--- config.mk ---
export PLATFORM = sky130hd
export DESIGN_NAME = nmi_arbiter_2to1
export DESIGN_NICKNAME = d
export VERILOG_FILES = /design/src/rtl/nmi_arbiter_2to1.sv
export SDC_FILE = /design/constraint.sdc
export NUM_CORES = 1
export LEC_CHECK = 0
export ABC_CLOCK_PERIOD_IN_PS = 4600
export CORE_AREA = 2 2 123 125
export DETAILED_ROUTE_END_ITERATION = 6
export DIE_AREA = 0 0 125 127
export PLACE_DENSITY = 0.61
export SYNTH_ARGS = -nofsm -noshare
export SYNTH_HDL_FRONTEND = slang
export SYNTH_SLANG_ARGS = --single-unit
--- constraint.sdc ---
create_clock -name clk -period 4.6 [get_ports clk]
set_input_delay 1.15 -clock clk [delete_from_list [all_inputs] [get_ports clk]]
set_output_delay 1.15 -clock clk [all_outputs]
set_load 0.01 [all_outputs]
--- src/rtl/nmi_arbiter_2to1.sv ---
// nmi_arbiter_2to1: two-master, one-slave arbiter for the native memory interface.
//
// Lets two requesters share a single-port NMI slave (typically on-chip SRAM). Each idle cycle
// the arbiter registers a round-robin decision. The grant then holds until the slave completes
// the transfer, with no preemption. On completion, a pending request from the other master
// is granted back-to-back, with no idle cycle in between.
//
// Ports:
//   clk, rstn            clock, asynchronous active-low reset
//   m0_nmi_* / m1_nmi_*  master-side NMI (valid/instr/addr/wdata/wstrb in, ready/rdata out)
//   s_nmi_*              slave-side NMI (valid/instr/addr/wdata/wstrb out, ready/rdata in)
//   grant                one-hot current owner {m1,m0}; 2'b00 when idle
module nmi_arbiter_2to1 #(
  parameter int unsigned ADDR_WIDTH  = 32,
  parameter int unsigned DATA_WIDTH  = 32,
  parameter int unsigned WSTRB_WIDTH = (DATA_WIDTH - 1) / 8 + 1
) (
  input  logic                   clk,
  input  logic                   rstn,

  input  logic                   m0_nmi_valid,
  input  logic                   m0_nmi_instr,
  output logic                   m0_nmi_ready,
  input  logic [ADDR_WIDTH-1:0]  m0_nmi_addr,
  input  logic [DATA_WIDTH-1:0]  m0_nmi_wdata,
  input  logic [WSTRB_WIDTH-1:0] m0_nmi_wstrb,
  output logic [DATA_WIDTH-1:0]  m0_nmi_rdata,

  input  logic                   m1_nmi_valid,
  input  logic                   m1_nmi_instr,
  output logic                   m1_nmi_ready,
  input  logic [ADDR_WIDTH-1:0]  m1_nmi_addr,
  input  logic [DATA_WIDTH-1:0]  m1_nmi_wdata,
  input  logic [WSTRB_WIDTH-1:0] m1_nmi_wstrb,
  output logic [DATA_WIDTH-1:0]  m1_nmi_rdata,

  output logic                   s_nmi_valid,
  output logic                   s_nmi_instr,
  input  logic                   s_nmi_ready,
  output logic [ADDR_WIDTH-1:0]  s_nmi_addr,
  output logic [DATA_WIDTH-1:0]  s_nmi_wdata,
  output logic [WSTRB_WIDTH-1:0] s_nmi_wstrb,
  input  logic [DATA_WIDTH-1:0]  s_nmi_rdata,

  output logic [1:0]             grant
);

  typedef enum logic [1:0] {StIdle, StBusy0, StBusy1} state_e;

  state_e state_q, state_d;
  // Index of the master that most recently completed; the other one wins the next tie.
  logic   last_grant_q, last_grant_d;

  always_ff @(posedge clk or negedge rstn) begin
    if (!rstn) begin
      state_q      <= StIdle;
      last_grant_q <= 1'b1;
    end else begin
      state_q      <= state_d;
      last_grant_q <= last_grant_d;
    end
  end

  always_comb begin
    state_d      = state_q;
    last_grant_d = last_grant_q;
    unique case (state_q)
      StIdle: begin
        if (m0_nmi_valid && m1_nmi_valid) begin
          state_d = last_grant_q ? StBusy0 : StBusy1;
        end else if (m0_nmi_valid) begin
          state_d = StBusy0;
        end else if (m1_nmi_valid) begin
          state_d = StBusy1;
        end
      end
      StBusy0: begin
        if (!m0_nmi_valid) begin
          // Master dropped its request before completion: abandon without updating fairness.
          state_d = StIdle;
        end else if (s_nmi_ready) begin
          last_grant_d = 1'b0;
          state_d      = m1_nmi_valid ? StBusy1 : StIdle;
        end
      end
      StBusy1: begin
        if (!m1_nmi_valid) begin
          state_d = StIdle;
        end else if (s_nmi_ready) begin
          last_grant_d = 1'b1;
          state_d      = m0_nmi_valid ? StBusy0 : StIdle;
        end
      end
      default: state_d = StIdle;
    endcase
  end

  // Slave-side request and master readies decode straight from state, so reset clears them
  // asynchronously.
  always_comb begin
    s_nmi_valid  = 1'b0;
    s_nmi_instr  = 1'b0;
    s_nmi_addr   = '0;
    s_nmi_wdata  = '0;
    s_nmi_wstrb  = '0;
    m0_nmi_ready = 1'b0;
    m1_nmi_ready = 1'b0;
    grant        = 2'b00;
    unique case (state_q)
      StBusy0: begin
        s_nmi_valid  = m0_nmi_valid;
        s_nmi_instr  = m0_nmi_instr;
        s_nmi_addr   = m0_nmi_addr;
        s_nmi_wdata  = m0_nmi_wdata;
        s_nmi_wstrb  = m0_nmi_wstrb;
        m0_nmi_ready = s_nmi_ready;
        grant        = 2'b01;
      end
      StBusy1: begin
        s_nmi_valid  = m1_nmi_valid;
        s_nmi_instr  = m1_nmi_instr;
        s_nmi_addr   = m1_nmi_addr;
        s_nmi_wdata  = m1_nmi_wdata;
        s_nmi_wstrb  = m1_nmi_wstrb;
        m1_nmi_ready = s_nmi_ready;
        grant        = 2'b10;
      end
      default: ;
    endcase
  end

  // Read data is broadcast; only the master seeing ready consumes it.
  assign m0_nmi_rdata = s_nmi_rdata;
  assign m1_nmi_rdata = s_nmi_rdata;

endmodule

After elaboration in Yosys (flattened, before gate mapping). Index checks and enable logic that the tools add are counted.

Logic and storage cells: 40. Bits of input ports: 175. Register bits: 3.

Reductions and logical operators: 5. Multiplexer cells: 24. Eq/ne operators: 9.

Operators with widths (number): one-hot mux 32 bit (2 select lines) (2); 2-to-1 mux 2 bit (9); inequality test 2 bit, second input constant (4); one-hot mux 4 bit (2 select lines) (1); 2-to-1 mux 1 bit (7); inequality test 3 bit, second input constant (2); one-hot mux 1 bit (2 select lines) (3); one-hot mux 2 bit (3 select lines) (1); AND reduction 5 bit (1); inequality test 4 bit, second input constant (1); one-hot mux 2 bit (2 select lines) (1); AND reduction 3 bit (1); equality test 2 x 1 -> 1 bit, second input constant (1); equality test 2 bit, second input constant (1); zero test 2 bit (1); nonzero test 2 bit (1); logical AND 1 bit (1).

Longest topological paths before layout.
Depth after elaboration: 4. Gate-level depth with buffers: 6.

Worst setup path after synthesis. Ideal clock, no wire load.

Path type: input-to-output. Start: input port m0_nmi_valid. End: output port s_nmi_valid. Cell stages on the path: 3. Data required time: 3450 ps. Slack: 1844 ps. Arrival time: 1606 ps. Path through: buf_2 -> a22oi_1 -> nor2b_1.

Cells in the longest elaborated chain, start to end: 1.

RTL lines: start: declaration (line 21) `input logic m0_nmi_valid,`; one-hot mux 1 bit (2 select lines) (line 109) `unique case (state_q)`; end: declaration (line 37) `output logic s_nmi_valid,`.

Every way passes these cells.

Worst setup path after layout. Same ends and word-level chain as after synthesis.

==> impl_summary.txt <==
----------------------------------------------------
[Setup path]
  Type of element capturing the critical path ... primary output
  Kind of critical path ... primary input to primary output
  Element type at the critical path start ... primary input
  Endpoint required time on the critical path ... 3450 ps
  Reg-to-Reg End ... state_q[0]
  Crit-path max FO ... 8
  Critical path data arrival time ... 2670 ps
  Critical path endpoint ... s_nmi_valid
  Setup slack of the most critical reg-to-reg path ... 2740 ps
  Cell count of the worst reg-to-reg path ... 4
  Worst setup path startpoint ... m0_nmi_valid
  Reg2reg start ... state_q[0]

[Hold path]
  Hold Path Class ... register to register

[Cells and area]
  Area of all placed cells without fillers ... 3810 um^2
  Growth of design area from synthesis to finish ... 100%
  Total Nets Final ... 578
  Most common cell after layout, fill and taps aside ... clkdlybuf4s50_1
  Layout cell share with drive strength beyond 1 ... 3.54%
  Highest-count cells in the layout ignoring fill and taps ... 216 x clkdlybuf4s50_1, 71 x a22oi_1, 70 x nor2b_1
  Layout fillers ... 1562
  Number of antenna diodes ... 0

[Global routing]
  Overflow left after global routing ... 0
  First-pass GRT wire length ... 12500 um
  Total track usage ... 9.35%
  Antenna violations before repair ... 0
  Number of global-route vias before repair ... around 2400
  Largest net degree at the start of global routing ... 39

[Floorplan]
  Full die area ... between 15000 and 20000 um^2
  I/O pin count ... 313
  Row count ... 44
  Starting Density ... 13.2%
  Core area ... 14400 um^2
  Height of the die ... 127 um
  Die extent in x ... 125 um

[Routing]
  Detailed-route wire length ... 8310 um
  Met3 layer wire length in the routed design ... 678 um
  Via count normalized by instance count ... 4.03
  Total DRC errors in the routed layout ... 0
  Number of nets still failing antenna checks after routing ... 0
  DRT Pass-1 Iters ... 4
  Post-Route M1 WL ... 3080 um
  Top layer in use ... met4
  Avg WL per Cell ... 14.3 um
  Via count of the routed design ... ~2300
  DR WL met2 ... about 4300 um
  Detailed Route Iter0 Violations ... a little under 80

[Synth]
  Nets in the synthesized netlist ... 443
  Cell count after synthesis ... 262
  Post-synthesis area per instance ... 7.26 um^2
  Share of synthesized area occupied by flip-flops and latches ... under 10%
  Netlist cell types ... 22
  Syn Std Cell Area ... 1900 um^2
  Flip-flop and latch count after synthesis ... 3
  Synth Warn # ... 0

[Timing]
  Number of hold violations in the final report ... 0
  Final sum of negative setup slack ... 0 ps
  Clock Skews ... 4.57 ps
  Period utilization ... 83.0%
  Fin crit period ... approximately 3800 ps
  FMAX ... ~260 MHz
  Worst-margin pin slew ... between 700 and 800 ps
  Unrepaired setup endpoints after global routing ... false
  Worst rel slew slack ... 50.4%
  Number of setup violations in the final report ... 0
  Pins over their slew limit ... 0

[Clock tree]
  Count of cells resized by post-cts repair ... 0
  Number of clock sinks ... 3
  Clock-pin slew on the worst setup and hold paths ... 30 ps
  Clock H-tree levels ... 1
  TritonCTS clock tree ... done
  Number of buffers inserted during clock tree synthesis ... 3
  Count of hold-fix buffers inserted at cts ... 0
  Max Root-Sink Buffers ... 2
  Post-CTS setup buffer count ... 0
  CTS root buffer ... clkbuf_16
  Insertion delay of the later-clocked pin in the worst-skew pair ... 230 ps

[Power and ir drop]
  Reported leakage power ... 1.24 nW
  Ratio of total power to cell area ... 421 nW/um^2
  Largest voltage drop on the vdd net ... about 350 uV

[Status]
  Result of the run ... finished, final reports clean

[Placement]
  Area of placed instances ... 3730 um^2
  Final GP Congestion ... roughly 0.73
  Number of buffer cells added on primary ports ... 216
  Half-perimeter wire length after detailed placement ... approximately 6700 um

[Job]
  MaxCap Viol Count ... 0

----------------------------------------------------
-- logic make-up (layout without fill, tap and decap cells) --
group / after synthesis / count (layout) / share of synthesized area (%)
flip-flops: 3 / 3 / 4.01
AO/OA/AOI/OAI: 80 / 80 / 33.4
adder cells (fa/ha/maj): 6 / 6 / 3.95
buffers and inverters: 96 / 230 / 33.9
AND/OR/NAND/NOR: 77 / 77 / 24.8
-- where the power goes --
group	total, mW	leakage (nW)	switching, mW	internal (mW)
logic	1.41	1.17	0.626	0.782
registers	0.0533	0.0361	0.0136	0.0397
clock network	0.143	0.0382	0.0279	0.115
total	1.60	1.24	0.667	0.936
-- flip-flops by register name, indices dropped and copies added, names as in the netlist --
signal	flops
state_q	2
last_grant_q	1
-- critical path, stage by stage --
cell and delay [ps]:
clkdlybuf4s50_1 650, a22oi_1 150, nor2b_1 130, clkdlybuf4s50_1 580
-- routing by layer --
layer | up-vias | global-route usage, %
li1 | 1121 | -
met1 | 1067 | 10.2
met2 | 118 | 17.4
met3 | 32 | 2.30
met4 | 0 | 3.53
met5 | - | 0
-- layout make-up --
type	instances	area, um^2	area share (%)
repair buffers	220	2220	58.2
inverters	6	22.5	0.591
flip-flops and latches	3	76.3	2.00
clock buffers	4	78.8	2.07
well taps	184	230	6.04
multi-input cells	163	1190	31.1
-- cells in the mapped netlist (all sizes together) --
library cell,number,area (um^2)
nor2b,70,438
dfrtp,2,50.1
ha,6,75.1
nand2,3,11.3
o221ai,1,8.76
o41ai,1,16.3
a22oi,72,554
o2111ai,1,8.76
o2bb2ai,1,15.0
nand2b,1,6.26
nor2,1,3.75
and2,2,12.5
dfstp,1,26.3
a21oi,2,10.0
buf,83,596
a32oi,1,8.76
o31ai,1,12.5
clkbuf,7,26.3
inv,6,22.5
-- worst min-delay path by stage --
| stage | to | slack (ps) | cells after the start | start |
|---|---|---|---|---|
| final | last_grant_q | 470 | 2 | last_grant_q |
| after global routing | last_grant_q | 500 | 2 | last_grant_q |
| after CTS | last_grant_q | 480 | 2 | last_grant_q |
| after detailed placement | last_grant_q | 470 | 2 | last_grant_q |
| after global placement | last_grant_q | 460 | 2 | last_grant_q |
| after floorplan | last_grant_q | 450 | 2 | last_grant_q |
-- stage by stage --
stage | utilization (%) | cells | hold WS [ps] | setup slack [ps] | total power, mW
2_1_floorplan | - | 262 | 445 | 1840 | 0.890
3_3_place_gp | 25.9 | 576 | 458 | 775 | 1.45
3_5_place_dp | 25.9 | 576 | 473 | 758 | 1.47
4_1_cts | 26.4 | 580 | 479 | 758 | 1.63
5_1_grt | 26.4 | 580 | 499 | 604 | 1.73
6_report | 26.4 | 580 | 473 | 784 | 1.60
Note: power is estimated with default switching activity, not from simulation.
